<file path="src/rtl/home_pkg.sv">
// Shared definitions for the sensor front end and the home automation controller.
package home_pkg;

  // Scan sequencer states.
  typedef enum logic [1:0] {
    ST_IDLE    = 2'd0,
    ST_FRAME_T = 2'd1,
    ST_FRAME_L = 2'd2,
    ST_UPDATE  = 2'd3
  } scan_state_t;

  // ADC channel codes, sent as the first MOSI bit of a frame.
  localparam logic CH_TEMP = 1'b0;
  localparam logic CH_LUM  = 1'b1;

  // Alarm thresholds used by the controller.
  localparam logic [7:0] TEMP_THR = 8'd70;
  localparam logic [7:0] LUM_THR  = 8'd15;

  // A frame is split into 34 phases of CLK_DIV clk cycles each:
  //   phase 0        setup, cs_n low, sclk low
  //   phases 1..32   SCLK halves; odd = high half of period (ph-1)/2
  //   phase 33       cs_n high tail before the next frame
  localparam logic [5:0] PH_LAST_CLK   = 6'd31;
  localparam logic [5:0] PH_DATA_FIRST = 6'd17;
  localparam logic [5:0] PH_TAIL       = 6'd33;

endpackage

</file>
<file path="src/rtl/sensor_debounce.sv">
// Two-flop synchroniser plus stability counter for one raw contact.
module sensor_debounce #(
  parameter int DEB_CNT = 8
) (
  input  logic clk,
  input  logic reset,
  input  logic raw,
  output logic clean
);

  localparam int CW = (DEB_CNT > 1) ? $clog2(DEB_CNT) : 1;

  logic          sync1_q;
  logic          sync2_q;
  logic          clean_q;
  logic [CW-1:0] cnt_q;

  // Bring the asynchronous contact into the clk domain.
  always_ff @(posedge clk or posedge reset) begin
    if (reset) begin
      sync1_q <= 1'b0;
      sync2_q <= 1'b0;
    end else begin
      sync1_q <= raw;
      sync2_q <= sync1_q;
    end
  end

  // Follow the synchronised value only after DEB_CNT consecutive differing cycles.
  always_ff @(posedge clk or posedge reset) begin
    if (reset) begin
      cnt_q   <= '0;
      clean_q <= 1'b0;
    end else if (sync2_q != clean_q) begin
      if (cnt_q == CW'(DEB_CNT - 1)) begin
        clean_q <= sync2_q;
        cnt_q   <= '0;
      end else begin
        cnt_q <= cnt_q + CW'(1);
      end
    end else begin
      cnt_q <= '0;
    end
  end

  assign clean = clean_q;

endmodule

</file>
<file path="src/rtl/sensor_frontend.sv">
// Scans the 2-channel serial ADC and debounces the door and fire contacts.
//
//   state      | meaning
//   -----------+------------------------------------------------------
//   ST_IDLE    | gap counter runs; waits for scan_en after SCAN_GAP cycles
//   ST_FRAME_T | ADC frame on ch0 (temperature), result kept in tbuf_q
//   ST_FRAME_L | ADC frame on ch1 (luminance), result left in shift_q
//   ST_UPDATE  | one cycle: both samples published, sample_vld high
module sensor_frontend
  import home_pkg::*;
#(
  parameter int CLK_DIV  = 4,
  parameter int SCAN_GAP = 16,
  parameter int DEB_CNT  = 8
) (
  input  logic       clk,
  input  logic       reset,
  input  logic       scan_en,
  input  logic       adc_miso,
  input  logic       door_raw,
  input  logic       fire_raw,
  output logic       adc_cs_n,
  output logic       adc_sclk,
  output logic       adc_mosi,
  output logic [7:0] temp_sen,
  output logic [7:0] lum_sen,
  output logic       d_sen,
  output logic       f_sen,
  output logic       sample_vld
);

  localparam int DW = (CLK_DIV > 1) ? $clog2(CLK_DIV) : 1;
  localparam int GW = $clog2(SCAN_GAP + 1);

  scan_state_t   state_q, state_d;
  logic [DW-1:0] div_q, div_d;
  logic [5:0]    ph_q, ph_d;
  logic [GW-1:0] gap_q, gap_d;
  logic          frame_last;
  logic          frame_d;
  logic          cs_n_d, sclk_d, mosi_d, sample_d;
  logic          cs_n_q, sclk_q, mosi_q, vld_q;
  logic [7:0]    shift_q, tbuf_q, temp_q, lum_q;

  assign frame_last = (div_q == DW'(CLK_DIV - 1)) && (ph_q == PH_TAIL);

  // Next state, divider, phase and gap counters.
  always_comb begin
    state_d = state_q;
    div_d   = '0;
    ph_d    = '0;
    gap_d   = '0;
    case (state_q)
      ST_IDLE: begin
        gap_d = (gap_q == GW'(SCAN_GAP)) ? gap_q : gap_q + GW'(1);
        if (scan_en && (gap_q >= GW'(SCAN_GAP - 1))) begin
          state_d = ST_FRAME_T;
          gap_d   = '0;
        end
      end
      ST_FRAME_T, ST_FRAME_L: begin
        if (div_q == DW'(CLK_DIV - 1)) begin
          div_d = '0;
          ph_d  = ph_q + 6'd1;
        end else begin
          div_d = div_q + DW'(1);
          ph_d  = ph_q;
        end
        if (frame_last) begin
          ph_d    = '0;
          state_d = (state_q == ST_FRAME_T) ? ST_FRAME_L : ST_UPDATE;
        end
      end
      ST_UPDATE: state_d = ST_IDLE;
      default:   state_d = ST_IDLE;
    endcase
  end

  // ADC pin values decoded from the next frame position so the pins come straight from flops.
  // MOSI drops one cycle into the low half of period 0 so it never moves with an SCLK edge.
  always_comb begin
    frame_d  = (state_d == ST_FRAME_T) || (state_d == ST_FRAME_L);
    cs_n_d   = !(frame_d && (ph_d != PH_TAIL));
    sclk_d   = frame_d && ph_d[0] && (ph_d <= PH_LAST_CLK);
    mosi_d   = frame_d && ((state_d == ST_FRAME_L) ? CH_LUM : CH_TEMP) &&
               ((ph_d < 6'd2) || ((ph_d == 6'd2) && (div_d == '0)));
    sample_d = sclk_d && (div_d == '0) && (ph_d >= PH_DATA_FIRST);
  end

  // Sequencer registers, shift register, buffers and registered outputs.
  always_ff @(posedge clk or posedge reset) begin
    if (reset) begin
      state_q <= ST_IDLE;
      div_q   <= '0;
      ph_q    <= '0;
      gap_q   <= '0;
      cs_n_q  <= 1'b1;
      sclk_q  <= 1'b0;
      mosi_q  <= 1'b0;
      vld_q   <= 1'b0;
      shift_q <= '0;
      tbuf_q  <= '0;
      temp_q  <= '0;
      lum_q   <= '0;
    end else begin
      state_q <= state_d;
      div_q   <= div_d;
      ph_q    <= ph_d;
      gap_q   <= gap_d;
      cs_n_q  <= cs_n_d;
      sclk_q  <= sclk_d;
      mosi_q  <= mosi_d;
      vld_q   <= (state_d == ST_UPDATE);
      if (sample_d) begin
        shift_q <= {shift_q[6:0], adc_miso};
      end
      if ((state_q == ST_FRAME_T) && (state_d == ST_FRAME_L)) begin
        tbuf_q <= shift_q;
      end
      if (state_d == ST_UPDATE) begin
        temp_q <= tbuf_q;
        lum_q  <= shift_q;
      end
    end
  end

  sensor_debounce #(.DEB_CNT(DEB_CNT)) u_door_deb (
    .clk   (clk),
    .reset (reset),
    .raw   (door_raw),
    .clean (d_sen)
  );

  sensor_debounce #(.DEB_CNT(DEB_CNT)) u_fire_deb (
    .clk   (clk),
    .reset (reset),
    .raw   (fire_raw),
    .clean (f_sen)
  );

  assign adc_cs_n   = cs_n_q;
  assign adc_sclk   = sclk_q;
  assign adc_mosi   = mosi_q;
  assign temp_sen   = temp_q;
  assign lum_sen    = lum_q;
  assign sample_vld = vld_q;

endmodule

</file>
<file path="config.mk">
export PLATFORM = sky130hd
export DESIGN_NAME = sensor_frontend
export DESIGN_NICKNAME = d
export VERILOG_FILES = /design/src/rtl/home_pkg.sv /design/src/rtl/sensor_debounce.sv /design/src/rtl/sensor_frontend.sv
export SDC_FILE = /design/constraint.sdc
export NUM_CORES = 1
export LEC_CHECK = 0
export CORE_MARGIN = 5
export CORE_UTILIZATION = 62
export DETAILED_ROUTE_END_ITERATION = 8
export DONT_BUFFER_PORTS = 1
export PLACE_DENSITY = 0.85
export SLEW_MARGIN = 10
export SYNTH_ARGS = -nofsm -noshare
export SYNTH_HDL_FRONTEND = slang
export SYNTH_SLANG_ARGS = --single-unit
</file>
<file path="constraint.sdc">
create_clock -name clk -period 3.8 [get_ports clk]
set_clock_uncertainty 0.05 [all_clocks]
set_input_delay 0.76 -clock clk [delete_from_list [all_inputs] [get_ports clk]]
set_output_delay 0.76 -clock clk [all_outputs]
set_load 0.05 [all_outputs]
</file>
== After elaboration in Yosys (flattened, before gate mapping) ==
Cells that the tools add are included.

* Output and inout bits: 22
* Input port bits: 6
* Logic and storage cells: 81
* Flip-flop bits (word level): 63

* Mux-type cells: 17
* Reduce and logical (&&, ||, !) cells: 19
* Add/subtract/negate cells: 5
* Eq/ne operators: 16
* Magnitude comparators: 4

{| class="wikitable"
|+ Operators with widths
! kind !! count
|-
| 2-to-1 mux 6 bit || 3
|-
| 2-to-1 mux 5 bit || 3
|-
| 2-to-1 mux 3 bit || 4
|-
| logical AND 1 bit || 11
|-
| equality test 2 bit, second input constant || 5
|-
| 2-to-1 mux 2 bit || 4
|-
| adder 3 x 1 -> 3 bit, second input constant || 2
|-
| adder 6 x 1 -> 6 bit, second input constant || 1
|-
| equality test 3 bit, second input constant || 2
|-
| equality test 6 x 2 -> 1 bit, second input constant || 1
|-
| equality test 6 bit, second input constant || 1
|-
| greater-or-equal comparator 6 x 5 -> 1 bit, second input constant || 1
|-
| less-or-equal comparator 6 x 5 -> 1 bit, second input constant || 1
|-
| < comparator 6 x 2 -> 1 bit, second input constant || 1
|-
| inequality test 6 bit, second input constant || 1
|-
| case mux 2 bit (3 select lines) || 1
|-
| adder 5 x 1 -> 5 bit, second input constant || 1
|-
| equality test 5 bit, second input constant || 1
|-
| greater-or-equal comparator 5 x 4 -> 1 bit, second input constant || 1
|-
| equality test 2 x 1 -> 1 bit, second input constant || 2
|-
| zero test 2 bit || 2
|-
| AND reduction 2 bit || 2
|-
| inequality test 3 bit, second input constant || 1
|-
| adder 2 x 1 -> 2 bit, second input constant || 1
|-
| other kinds (5) || 8
|}

== Depth between registers and ports, before layout ==
Gate-level depths: netlist (run 1).

* Word-level depth: 10
* Mapped depth: 11
* Mapped depth without buffers: 10

== Modules after synthesis ==
Synthesis (run 1) repeated with hierarchy kept, for this count alone.

* Cell total of the unflattened synthesis: 201
* Area total of the unflattened synthesis: 2707.6 µm²

{| class="wikitable"
|+ Modules (own cells, without submodules)
! module !! sequential area each (µm²) !! area an instance (µm²) !! instances !! cells each
|-
| sensor_frontend || 1277.5 || 2259.7 || 1 || 173
|-
| sensor_debounce || 150.1 || 224.0 || 2 || 14
|}

== Least setup slack after synthesis (run 1) ==
OpenSTA, ideal clock, no wires.

* Path type: register to register
* From: reg gap_q[0]
* To: reg lum_q[0] (netlist: lum_sen[0])
* Setup slack: 767 ps
* Buffers on the path: 2
* Library setup time: 125 ps
* Required time: 3625 ps
* Data arrival time: 2859 ps
* Stages on the path, launching flop included: 11
* Clock period less this slack: 3033 ps
* Path through: dfrtp_1 ha_1 and3_1 ha_1 o31ai_1 nand2_1 o21ai_0 ha_1 clkbuf_1 clkbuf_1 mux2_2

* Word-level cells in the longest chain between the ends: 5

{| class="wikitable"
|+ RTL lines
! element !! line !! source
|-
| start: declaration || sensor_frontend.sv:38 || <nowiki>logic [GW-1:0] gap_q, gap_d;</nowiki>
|-
| start signal: assignment || sensor_frontend.sv:109 || <nowiki>gap_q <= gap_d;</nowiki>
|-
| greater-or-equal comparator 5 x 4 -> 1 bit || sensor_frontend.sv:56 || <nowiki>if (scan_en && (gap_q >= GW'(SCAN_GAP - 1))) begin</nowiki>
|-
| logical AND 1 bit || sensor_frontend.sv:56 ||
|-
| 2-to-1 mux 2 bit || sensor_frontend.sv:56 ||
|-
| case mux 2 bit (3 select lines) || sensor_frontend.sv:53 || <nowiki>case (state_q)</nowiki>
|-
| via state_d[1] || sensor_frontend.sv:35 || <nowiki>scan_state_t state_q, state_d;</nowiki>
|-
| equality test 2 bit || sensor_frontend.sv:120 || <nowiki>if (state_d == ST_UPDATE) begin</nowiki>
|-
| end signal: assignment || sensor_frontend.sv:122 || <nowiki>lum_q <= shift_q;</nowiki>
|-
| end: declaration || sensor_frontend.sv:43 || <nowiki>logic [7:0] shift_q, tbuf_q, temp_q, lum_q;</nowiki>
|}

The timed path passes the listed nets, and every way through them passes these cells.
A chain may end at the register's enable or synchronous reset.

== Final worst setup path (run 1) ==
* From: reg gap_q[1]
* To: reg shift_q[1]

* Word-level cells in the longest chain between the ends: 10
* Elaborated cells between the ends (all ways): 11
* Classes of those cells: order compare: 1; eq/ne: 2; mux: 2; reduce/logical: 6

{| class="wikitable"
|+ RTL lines
! element !! line !! source
|-
| greater-or-equal comparator 5 x 4 -> 1 bit * || sensor_frontend.sv:56 ||
|-
| logical AND 1 bit * || sensor_frontend.sv:56 ||
|-
| 2-to-1 mux 2 bit * || sensor_frontend.sv:56 ||
|-
| case mux 2 bit (3 select lines) * || sensor_frontend.sv:53 ||
|-
| via state_d[1] || sensor_frontend.sv:35 ||
|-
| equality test 2 x 1 -> 1 bit or equality test 2 bit (tied branches) || sensor_frontend.sv:82 || <nowiki>frame_d = (state_d == ST_FRAME_T) || (state_d == ST_FRAME_L);</nowiki>
|-
| logical OR 1 bit * || sensor_frontend.sv:82 ||
|-
| logical AND 1 bit * (2 in a row) || sensor_frontend.sv:84 || <nowiki>sclk_d = frame_d && ph_d[0] && (ph_d <= PH_LAST_CLK);</nowiki>
|-
| logical AND 1 bit * (2 in a row) || sensor_frontend.sv:87 || <nowiki>sample_d = sclk_d && (div_d == '0) && (ph_d >= PH_DATA_FIRST);</nowiki>
|-
| end signal: assignment || sensor_frontend.sv:115 || <nowiki>shift_q <= {shift_q[6:0], adc_miso};</nowiki>
|-
| end: declaration || sensor_frontend.sv:43 ||
|}

The timed path passes the listed nets; every way through them passes the cells marked *.

==> impl_metrics.sql, run 1 <==
INSERT INTO impl_metrics (metric_group, metric, value, unit) VALUES
('drt', 'wl_met1', '2.22', 'mm'),
('drt', 'detailroute.wirelength.met3', '361', 'microns'),
('cells_and_area', 'final_cell_area', '3160', 'sq um'),
('timing', 'finalSetupTns', '0', 'ns'),
('synth', 'ys.warnings.count', '0', ''),
('synth', 'synth-seq-cells', '63', ''),
('placed_design', 'dp_worst_setup_slack', '0.550', 'ns'),
('synth', 'synth-edff-count', '0', ''),
('clocking', 'tritoncts', 'yes', ''),
('critical_path', 'reg2reg_setup_slack', '0.47', 'ns'),
('drt', 'detailedRoute.firstIterationViolations', '140', ''),
('synth', 'synthDominantAreaCellType', 'dfrtp_1', ''),
('min_path', 'timing.hold.worst.start', 'u_door_deb.sync1_q', ''),
('timing', 'slew-limit-headroom', '0.428', ''),
('timing', 'period_minus_ws_final', '3.33', 'ns'),
('clocking', 'clk-insertion-delay-late', '0.34', 'ns'),
('drt', 'highest-signal-layer', 'met4', ''),
('outcome', 'status', 'finished, final reports clean', ''),
('clocking', 'cts_root_buf', 'clkbuf_8', ''),
('timing', 'setup_viol_count_final', '0', ''),
('drt', 'sum_of_routed_wire_length_over_all_layers', '5.11', 'mm'),
('timing', 'report.final.slew_viol_count', '0', ''),
('synth', 'synth_fp_nets', '263', ''),
('die', 'ioPinCount', '28', ''),
('critical_path', 'worst_r2r_endpoint', 'shift_q[1]', ''),
('pwr', 'pwr-share-seq', '0.545', ''),
('timing', 'post-route-worst-setup-slack', '0.473', 'ns'),
('drt', 'antenna_left', '0', ''),
('flow_run', 'max_cap_violations', '0', ''),
('min_path', 'worst_hold_path.endpoint', 'u_door_deb.sync2_q', ''),
('critical_path', 'startpoint_type', 'flip-flop', ''),
('global_routing', 'number_of_antenna_violations_at_the_first_check_in_global_routing', '0', ''),
('critical_path', 'endpoint_kind_of_the_worst_setup_timing_path', 'flip-flop', ''),
('die', 'fp-row-count', '25', ''),
('critical_path', 'critical_path_class', 'flip-flop to flip-flop', ''),
('clocking', 'cts_inserted_buffers', '9', ''),
('synth', 'ys.flop_type', 'dfrtp_1', ''),
('cells_and_area', 'finalNetCount', '268', ''),
('min_path', 'worstHoldPathType', 'flip-flop to flip-flop', ''),
('min_path', 'holdPathStages', '0', ''),
('placed_design', 'placement.io_buffers', '0', ''),
('cells_and_area', 'commonest_cells_after_routing_fill_and_taps_aside', 'dfrtp_1, mux2_2, ha_1', ''),
('die', 'die-width', '78.7', 'microns'),
('synth', 'synth_cell_types', '47', ''),
('placed_design', 'post_dp_cell_area', '2970', 'sq um'),
('synth', 'async_set_or_reset_flop_fraction_in_the_synthesized_netlist', '1.00', ''),
('pwr', 'pwr-share-comb', '0.049', ''),
('die', 'starting_density_of_the_core', '0.628', ''),
('synth', 'ys_seq_area_frac', '0.539', ''),
('cells_and_area', 'instances_no_fill', '306', ''),
('synth', 'synth_area_per_cell', '12.1', 'sq um'),
('global_routing', 'number_of_global_route_vias_before_repair', '1980', ''),
('drt', 'route.met2.wl', '2.42', 'mm'),
('die', 'floorplan.die_area', '6190', 'sq um'),
('synth', 'synth_top_cell_area_share', '0.530', ''),
('pwr', 'p_leak', '1.46', 'nW'),
('drt', 'routedWlPerCell', '16.7', 'microns'),
('drt', 'detailroute.via_count', '1924', ''),
('critical_path', 'arrival', '3.53', 'ns'),
('drt', 'drc', '0', ''),
('critical_path', 'r2r.worst_path.cells', '10', ''),
('clocking', 'cts_max_level', '3', ''),
('placed_design', 'gp_routability_congestion', '0.840', ''),
('placed_design', 'placed_cells_incl_taps', '290', ''),
('timing', 'post-route-period-util', '0.876', ''),
('clocking', 'hold_buffers', '0', ''),
('timing', 'final_hold_slack', '0.292', 'ns'),
('cells_and_area', 'antennaDiodeCount', '0', ''),
('die', 'fp.dieH', '78.7', 'microns'),
('global_routing', 'grt_first_pass_wirelength', '8.89', 'mm'),
('pwr', 'p_switching', '0.331', 'mW');
## per-layer routing
layer / GRT usage / up-vias
met2: 0.284 / 55
met1: 0.232 / 959
met3: 0.0760 / 12
li1: - / 898
met5: 0 / -
met4: 0.0857 / 0
## cells in the mapped netlist, types with 2 or more instances
cell type and number:
ha_1 15, o41ai_1 2, dfrtp_1 62, mux2_2 26, a21o_1 2, xnor2_1 7
nand2_1 10, o211ai_1 9, nor2b_1 2, o221ai_1 9, nand3_1 12, buf_2 2
xor2_1 3, nor3b_1 2, clkbuf_1 4, o21ai_1 7, o21ai_0 4, nor2_1 9
nor3_1 5, and2_1 6, and3_1 3, a21oi_1 4, or3_1 2, inv_1 12
## worst max-delay path: stages, from the launching register on
cell and delay, ns:
dfrtp_1 0.43, ha_1 0.22, and3_1 0.18, ha_1 0.17
o31ai_1 0.21, nand2_1 0.21, o21ai_0 0.43, ha_1 0.26
nor4b_2 0.68, nand3_1 0.18, o211ai_1 0.21
## layout make-up
cell class / count / area [sq um]
Multi-Input combinational cell: 159 / 1260
Tap cell: 54 / 67.6
Sequential cell: 63 / 1580
Inverter: 12 / 45.0
Clock inverter: 3 / 42.5
Clock buffer: 13 / 149
Fill cell: 309 / 1500
Timing Repair Buffer: 2 / 15.0
## logic make-up after synthesis
family                     after synthesis  synth area share
adders and majority gates               15            0.0641
AOI/OAI and AO/OA                       48             0.121
and+or+nand+nor                         59             0.112
buffers and inverters                   20            0.0304
muxes                                   27             0.103
DFF                                     63             0.539
xor gates and xnor gates                10            0.0299
## flip-flops by register name (all words and copies together) (netlist names)
signal              count
lum_sen                 8
gap_q                   5
u_fire_deb.clean        1
sample_vld              1
adc_mosi                1
adc_cs_n                1
u_door_deb.sync2_q      1
u_door_deb.cnt_q        3
ph_q                    6
u_fire_deb.sync2_q      1
adc_sclk                1
u_fire_deb.cnt_q        3
u_door_deb.sync1_q      1
u_fire_deb.sync1_q      1
tbuf_q                  8
temp_sen                8
div_q                   2
shift_q                 8
u_door_deb.clean        1
state_q                 2
## worst max-delay path by stage
stage               slack, ns         end      from  cells past startpoint
floorplan                0.77  lum_sen[0]  gap_q[0]                     10
global placement         0.70  shift_q[0]  gap_q[1]                     10
detailed placement       0.55  shift_q[1]  gap_q[1]                     10
CTS                      0.50  shift_q[5]  gap_q[1]                     10
global route             0.19  shift_q[2]  gap_q[1]                     10
finish                   0.47  shift_q[1]  gap_q[1]                     10
## power by group through the flow
stage | clock [mW] | sequential (mW) | combinational [mW]
after detailed placement | 0 | 0.772 | 0.0701
after global routing | 0.605 | 0.762 | 0.0849
after floorplan | 0 | 0.766 | 0.0573
final | 0.565 | 0.758 | 0.0675
after CTS | 0.576 | 0.759 | 0.0707
after global placement | 0 | 0.770 | 0.0664
No activity file was read; power rests on OpenSTA's default activity.
==> run 2, diff against run 1 <==
--- a/config.mk
+++ b/config.mk
@@ -6,10 +6,10 @@
 export NUM_CORES = 1
 export LEC_CHECK = 0
 export CORE_MARGIN = 5
-export CORE_UTILIZATION = 62
+export CORE_UTILIZATION = 65
 export DETAILED_ROUTE_END_ITERATION = 8
 export DONT_BUFFER_PORTS = 1
-export PLACE_DENSITY = 0.85
+export PLACE_DENSITY = 0.88
 export SLEW_MARGIN = 10
 export SYNTH_ARGS = -nofsm -noshare
 export SYNTH_HDL_FRONTEND = slang
==> constraint.sdc (replaced) <==
create_clock -name clk -period 4.2 [get_ports clk]
set_clock_uncertainty 0.05 [all_clocks]
set_input_delay 0.84 -clock clk [delete_from_list [all_inputs] [get_ports clk]]
set_output_delay 0.84 -clock clk [all_outputs]
set_load 0.05 [all_outputs]
==> impl_metrics.sql, run 2 (same netlist as run 1, synthesis figures left out) <==
INSERT INTO impl_metrics (metric_group, metric, value, unit) VALUES
('drt', 'sum_of_routed_wire_length_over_all_layers', '5.32', 'mm'),
('global_routing', 'grt_max_degree', '33', ''),
('drt', 'detailroute.via_count', '1926', ''),
('outcome', 'status', 'finished, final reports clean', ''),
('timing', 'report.final.slew_viol_count', '0', ''),
('die', 'fp-row-count', '24', ''),
('global_routing', 'number_of_global_route_vias_before_repair', '1870', ''),
('min_path', 'holdPathStages', '0', ''),
('cells_and_area', 'final_cell_area', '3170', 'sq um'),
('cells_and_area', 'finalNetCount', '267', ''),
('critical_path', 'r2r.worst_path.cells', '10', ''),
('drt', 'via_per_inst', '6.36', ''),
('global_routing', 'number_of_antenna_violations_at_the_first_check_in_global_routing', '0', ''),
('critical_path', 'worst_r2r_endpoint', 'shift_q[2]', ''),
('critical_path', 'max_stage_delay', '0.63', 'ns'),
('die', 'floorplan.core_area', '4350', 'sq um'),
('drt', 'detailroute.wirelength.met3', '343', 'microns'),
('timing', 'slew-limit-headroom', '0.448', ''),
('clocking', 'cts_max_level', '3', ''),
('placed_design', 'gp_routability_congestion', '0.903', ''),
('critical_path', 'startpoint_type', 'flip-flop', ''),
('drt', 'drc', '0', ''),
('clocking', 'cts_buffer_depth', '2', ''),
('clocking', 'clk-insertion-delay-late', '0.33', 'ns'),
('critical_path', 'arrival', '3.51', 'ns'),
('drt', 'wl_met1', '2.35', 'mm'),
('timing', 'max_freq', '297', 'MHz'),
('clocking', 'cts.reportedPaths.clkPinSlew', '0.07', 'ns'),
('critical_path', 'worstPathRequired', '4.35', 'ns'),
('pwr', 'p_leak', '1.46', 'nW'),
('critical_path', 'crit_path_cell_trace', 'ha_1 > and3_1 > ha_1 > o31ai_1 > nand2_1 > o21ai_0 > ha_1 > or4b_1 > o21ai_1 > o211ai_1', ''),
('timing', 'rsz_0062_raised_after_global_routing', 'false', ''),
('timing', 'tightestPinTransition', '0.816', 'ns'),
('timing', 'final_hold_slack', '0.301', 'ns'),
('critical_path', 'endpoint_kind_of_the_worst_setup_timing_path', 'flip-flop', ''),
('clocking', 'hold_buffers', '0', ''),
('flow_run', 'max_cap_violations', '0', ''),
('clocking', 'cts_root_buf', 'clkbuf_8', ''),
('clocking', 'tritoncts', 'yes', ''),
('timing', 'post-route-period-util', '0.801', ''),
('clocking', 'cts_inserted_buffers', '9', ''),
('cells_and_area', 'commonest_cells_after_routing_fill_and_taps_aside', 'dfrtp_1, mux2_2, ha_1', ''),
('drt', 'route.met2.wl', '2.54', 'mm'),
('placed_design', 'detailed_place_hpwl', '3.58', 'mm'),
('drt', 'length_of_the_first_detailed_routing_pass_in_iterations', '4', ''),
('min_path', 'worst_hold_path.endpoint', 'u_door_deb.sync2_q', ''),
('pwr', 'irDropWorstVdd', '0.000226', 'V'),
('min_path', 'timing.hold.worst.start', 'u_door_deb.sync1_q', ''),
('die', 'ioPinCount', '28', ''),
('timing', 'finalSetupTns', '0', 'ns'),
('die', 'fp.dieH', '77.1', 'microns'),
('critical_path', 'worst_path_max_delay_cell', 'or4b_1', ''),
('cells_and_area', 'antennaDiodeCount', '0', ''),
('clocking', 'cts-resized-gates', '0', ''),
('cells_and_area', 'areaGrowthSynthToFinish', '8.25', '%'),
('pwr', 'power', '1.31', 'mW'),
('drt', 'detailedRoute.firstIterationViolations', '194', ''),
('cells_and_area', 'layout-drive-gt1-share', '0.203', ''),
('timing', 'finalHoldViolCount', '0', ''),
('min_path', 'worstHoldPathType', 'flip-flop to flip-flop', ''),
('clocking', 'post-cts-setup-buffer-count', '0', ''),
('die', 'starting_density_of_the_core', '0.672', ''),
('drt', 'antenna_left', '0', ''),
('drt', 'highest-signal-layer', 'met4', ''),
('critical_path', 'critPathMaxFanout', '8', ''),
('pwr', 'power.density', '415', 'nW/um^2'),
('placed_design', 'post_dp_cell_area', '2960', 'sq um'),
('placed_design', 'placement.io_buffers', '0', ''),
('global_routing', 'combined_global_route_utilization_of_all_metal_layers', '0.195', ''),
('drt', 'routedWlPerCell', '17.6', 'microns'),
('critical_path', 'critical_path_class', 'flip-flop to flip-flop', ''),
('critical_path', 'timing.rr.start', 'gap_q[1]', ''),
('timing', 'period_minus_ws_final', '3.37', 'ns'),
('cells_and_area', 'mostFrequentLayoutCell', 'dfrtp_1', ''),
('critical_path', 'reg2reg_setup_slack', '0.83', 'ns'),
('global_routing', 'global_route.overflow_total', '0', ''),
('critical_path', 'cell_occurring_most_often_along_the_worst_timing_path', 'ha_1', ''),
('clocking', 'cts.sinks', '63', ''),
('timing', 'setup_viol_count_final', '0', ''),
('global_routing', 'grt_first_pass_wirelength', '9.16', 'mm'),
('die', 'floorplan.die_area', '5940', 'sq um'),
('die', 'die-width', '77.1', 'microns');
-- run 2: changes by cell type in the layout (fill, tap and decap cells not counted), sizes merged --
cell and delta:
clkinvlp +1, clkbuf -3, buf -1, clkinv +1, bufinv +1
-- run 2: metrics by stage --
stage | utilization | std cells | setup WS (ns)
2_1_floorplan | - | 242 | 1.17
3_3_place_gp | 0.679 | 287 | 1.09
3_5_place_dp | 0.679 | 287 | 0.883
4_1_cts | 0.728 | 303 | 0.853
5_1_grt | 0.728 | 303 | 0.606
6_report | 0.728 | 303 | 0.834
-- run 2: area by class of cell --
type,instances,area (sq um)
sequential,63,1580
multi-input combinational,159,1260
fill,285,1190
clock buffer,10,128
clock inverter,6,85.1
tap,52,65.1
inverter,12,45.0
timing repair buffer,1,7.51
-- run 2: worst max-delay path by stage --
stage,from,end,slack [ns],depth (start not counted)
3_3_place_gp,gap_q[0],shift_q[4],1.09,10
6_report,gap_q[1],shift_q[2],0.83,10
5_1_grt,gap_q[1],shift_q[5],0.61,10
3_5_place_dp,gap_q[1],shift_q[2],0.88,10
2_1_floorplan,gap_q[0],lum_sen[0],1.17,10
4_1_cts,gap_q[1],shift_q[2],0.85,10
-- run 2: critical path, delay by kind of cell (launching register included) --
| kind | cells | cell delay, ns |
|---|---|---|
| compound gates | 4 | 1.05 |
| flops | 1 | 0.42 |
| fa+ha+maj | 3 | 0.67 |
| simple gates | 3 | 1.03 |
-- run 2: metal layers --
| layer | up-vias | GRT usage |
|---|---|---|
| met5 | - | 0 |
| met4 | 0 | 0.0962 |
| met3 | 8 | 0.0691 |
| met2 | 69 | 0.285 |
| met1 | 954 | 0.257 |
| li1 | 895 | - |
-- run 2: where the power goes --
part           switching [mW]  total, mW  internal [mW]
logic                  0.0315     0.0629         0.0314
clock network           0.235      0.567          0.332
registers              0.0472      0.685          0.638
total                   0.313       1.31           1.00
==> run 3, diff against run 2 <==
--- a/config.mk
+++ b/config.mk
@@ -5,11 +5,12 @@
 export SDC_FILE = /design/constraint.sdc
 export NUM_CORES = 1
 export LEC_CHECK = 0
+export ABC_AREA = 1
 export CORE_MARGIN = 5
-export CORE_UTILIZATION = 65
+export CORE_UTILIZATION = 56
 export DETAILED_ROUTE_END_ITERATION = 8
 export DONT_BUFFER_PORTS = 1
-export PLACE_DENSITY = 0.88
+export PLACE_DENSITY = 0.81
 export SLEW_MARGIN = 10
 export SYNTH_ARGS = -nofsm -noshare
 export SYNTH_HDL_FRONTEND = slang
==> constraint.sdc (replaced) <==
create_clock -name clk -period 2.8 [get_ports clk]
set_clock_uncertainty 0.05 [all_clocks]
set_input_delay 0.56 -clock clk [delete_from_list [all_inputs] [get_ports clk]]
set_output_delay 0.56 -clock clk [all_outputs]
set_load 0.05 [all_outputs]
==> impl_metrics.sql, run 3 <==
INSERT INTO impl_metrics (metric_group, metric, value, unit) VALUES
('clocking', 'cts.sinks', '63', ''),
('drt', 'routedWlPerCell', '14.0', 'microns'),
('synth', 'ys_seq_area_frac', '0.562', ''),
('global_routing', 'global_route.overflow_total', '0', ''),
('critical_path', 'critPathMaxFanout', '8', ''),
('cells_and_area', 'multi_input_area', '1100', 'sq um'),
('drt', 'detailroute.via_count', '1735', ''),
('cells_and_area', 'layout-drive-gt1-share', '0.274', ''),
('drt', 'detailroute.wirelength.met3', '352', 'microns'),
('clocking', 'cts_root_buf', 'clkbuf_8', ''),
('cells_and_area', 'instances_no_fill', '341', ''),
('global_routing', 'number_of_antenna_violations_at_the_first_check_in_global_routing', '0', ''),
('cells_and_area', 'final_standard_cell_utilization_of_the_core', '0.660', ''),
('placed_design', 'placed_cells_incl_taps', '324', ''),
('die', 'die-width', '80.8', 'microns'),
('clocking', 'cts_inserted_buffers', '9', ''),
('cells_and_area', 'mostFrequentLayoutCell', 'dfrtp_1', ''),
('pwr', 'irDropWorstVdd', '0.000335', 'V'),
('synth', 'ys.flop_type', 'dfrtp_1', ''),
('global_routing', 'grt_max_degree', '33', ''),
('pwr', 'p_leak', '1.63', 'nW'),
('timing', 'final_hold_slack', '0.150', 'ns'),
('placed_design', 'detailed_place_hpwl', '3.32', 'mm'),
('flow_run', 'max_cap_violations', '0', ''),
('synth', 'synth_top_cell_area_share', '0.553', ''),
('die', 'starting_density_of_the_core', '0.586', ''),
('cells_and_area', 'commonest_cells_after_routing_fill_and_taps_aside', 'dfrtp_1, nand2_1, inv_1', ''),
('die', 'floorplan.die_area', '6520', 'sq um'),
('synth', 'synth.top_cells.by_count', 'dfrtp_1, nand2_1, inv_1, mux2_2, nand3_1', ''),
('clocking', 'cts.reportedPaths.clkPinSlew', '0.07', 'ns'),
('global_routing', 'number_of_global_route_vias_before_repair', '1701', ''),
('timing', 'post-route-period-util', '0.936', ''),
('drt', 'wl_met1', '2.18', 'mm'),
('drt', 'highest-signal-layer', 'met4', ''),
('timing', 'rsz_0062_raised_after_global_routing', 'false', ''),
('clocking', 'cts_buffer_depth', '2', ''),
('critical_path', 'critical_path_class', 'flip-flop to flip-flop', ''),
('drt', 'drc', '0', ''),
('synth', 'synth-edff-count', '0', ''),
('synth', 'synthDominantAreaCellType', 'dfrtp_1', ''),
('synth', 'synth_fp_nets', '273', ''),
('critical_path', 'arrival', '2.79', 'ns'),
('placed_design', 'placement.io_buffers', '0', ''),
('pwr', 'power.density', '598', 'nW/um^2'),
('drt', 'via_per_inst', '5.09', ''),
('clocking', 'tritoncts', 'yes', ''),
('timing', 'period_minus_ws_final', '2.62', 'ns'),
('die', 'fp.dieH', '80.8', 'microns'),
('synth', 'synth-seq-cells', '63', ''),
('timing', 'finalSetupTns', '0', 'ns'),
('critical_path', 'startpoint_type', 'flip-flop', ''),
('synth', 'synth_cell_types', '29', ''),
('clocking', 'clk-insertion-delay-late', '0.34', 'ns'),
('cells_and_area', 'seq_area', '1580', 'sq um'),
('cells_and_area', 'layout.filler_cells', '355', ''),
('synth', 'netlist_instances', '252', ''),
('synth', 'ys.warnings.count', '0', ''),
('synth', 'async_set_or_reset_flop_fraction_in_the_synthesized_netlist', '1.00', ''),
('drt', 'antenna_left', '0', ''),
('die', 'ioPinCount', '28', ''),
('critical_path', 'worstPathRequired', '2.97', 'ns'),
('timing', 'finalHoldViolCount', '0', ''),
('timing', 'max_freq', '382', 'MHz'),
('global_routing', 'grt_first_pass_wirelength', '8.35', 'mm'),
('die', 'floorplan.core_area', '4790', 'sq um'),
('timing', 'slew-limit-headroom', '0.545', ''),
('drt', 'sum_of_routed_wire_length_over_all_layers', '4.79', 'mm'),
('global_routing', 'combined_global_route_utilization_of_all_metal_layers', '0.172', ''),
('min_path', 'worstHoldPathType', 'primary input to async pin', ''),
('synth', 'netlist_top_cells_area', 'dfrtp_1, mux2_2, ha_1', ''),
('critical_path', 'endpoint_kind_of_the_worst_setup_timing_path', 'flip-flop', ''),
('placed_design', 'gp_routability_congestion', '0.841', ''),
('timing', 'report.final.slew_viol_count', '0', ''),
('clocking', 'cts_max_level', '3', ''),
('timing', 'tightestPinTransition', '0.682', 'ns'),
('drt', 'route.met2.wl', '2.18', 'mm'),
('drt', 'detailedRoute.firstIterationViolations', '69', ''),
('drt', 'length_of_the_first_detailed_routing_pass_in_iterations', '4', ''),
('cells_and_area', 'antennaDiodeCount', '0', ''),
('outcome', 'status', 'finished, final reports clean', ''),
('timing', 'setup_viol_count_final', '0', ''),
('synth', 'synth_area_per_cell', '11.1', 'sq um'),
('synth', 'post_synth_instance_area', '2810', 'sq um'),
('die', 'fp-row-count', '25', ''),
('synth', 'leading_cell_type_by_number_of_instances_after_synthesis', 'dfrtp_1', ''),
('cells_and_area', 'areaGrowthSynthToFinish', '12.6', '%'),
('cells_and_area', 'finalNetCount', '290', '');
## run 3: area by class of cell
| cell class | count | share of cell area |
|---|---|---|
| clock buffer | 10 | 0.0404 |
| clock inverter | 6 | 0.0194 |
| inverter | 32 | 0.0380 |
| timing repair buffer | 10 | 0.0289 |
| tap | 67 | 0.0265 |
| multi-input combinational | 153 | 0.347 |
| sequential | 63 | 0.500 |
## run 3: metrics by stage
step | area [sq um] | power, mW | setup WS, ns
detailed placement | 2940 | 1.15 | 0.0570
global placement | 2940 | 1.15 | 0.133
finish | 3160 | 1.89 | 0.179
floorplan | 2810 | 1.13 | 0.0956
global route | 3160 | 1.98 | 0.0188
CTS | 3130 | 1.91 | 0.0182
## run 3: per-layer routing
metal | global-route usage | up-vias
li1 | - | 848
met1 | 0.239 | 845
met2 | 0.243 | 33
met3 | 0.0743 | 9
met4 | 0.0608 | 0
met5 | 0 | -
## run 3: where the power goes
part	total, mW	switching [mW]	internal [mW]	leakage, nW
registers	1.03	0.0727	0.956	0.842
logic	0.101	0.0547	0.0467	0.693
clock network	0.757	0.350	0.408	0.0960
total	1.89	0.477	1.41	1.63
## run 3: worst paths after layout
check | cells after the start | endpoint | startpoint | slack (ns)
max | 12 | tbuf_q[2] | gap_q[0] | 0.18
min | 1 | u_door_deb.clean | reset | 0.15
max reg2reg | 12 | tbuf_q[2] | gap_q[0] | 0.18
min reg2reg | 0 | u_door_deb.sync2_q | u_door_deb.sync1_q | 0.31
max in group asynchronous | 2 | lum_sen[5] | reset | 1.86
min in group clk | 0 | u_fire_deb.sync1_q | fire_raw | 0.19
## run 3: cells by family after synthesis
logic type | count (synthesis) | share of synthesized area
flops | 63 | 0.562
mux | 26 | 0.104
compound gates | 17 | 0.0343
simple gates | 92 | 0.168
fa+ha+maj | 15 | 0.0669
buf+inv | 36 | 0.0522
xor+xnor | 3 | 0.0120
## run 3: worst max-delay path, stage by stage, from the launching register on
cell and delay [ns]:
dfrtp_1 0.41, ha_2 0.21, nand2_1 0.08, nor2_1 0.04
ha_1 0.18, o31ai_2 0.23, nand2_1 0.11, buf_4 0.17
o21ai_2 0.14, buf_4 0.14, ha_1 0.13, nand2_1 0.25
mux2_2 0.36
## run 3: repair_timing
action                     CTS  global route
gates resized for setup      0             6
hold buffers                 0             0
setup endpoints to repair    0            16
buffers inserted             0             1
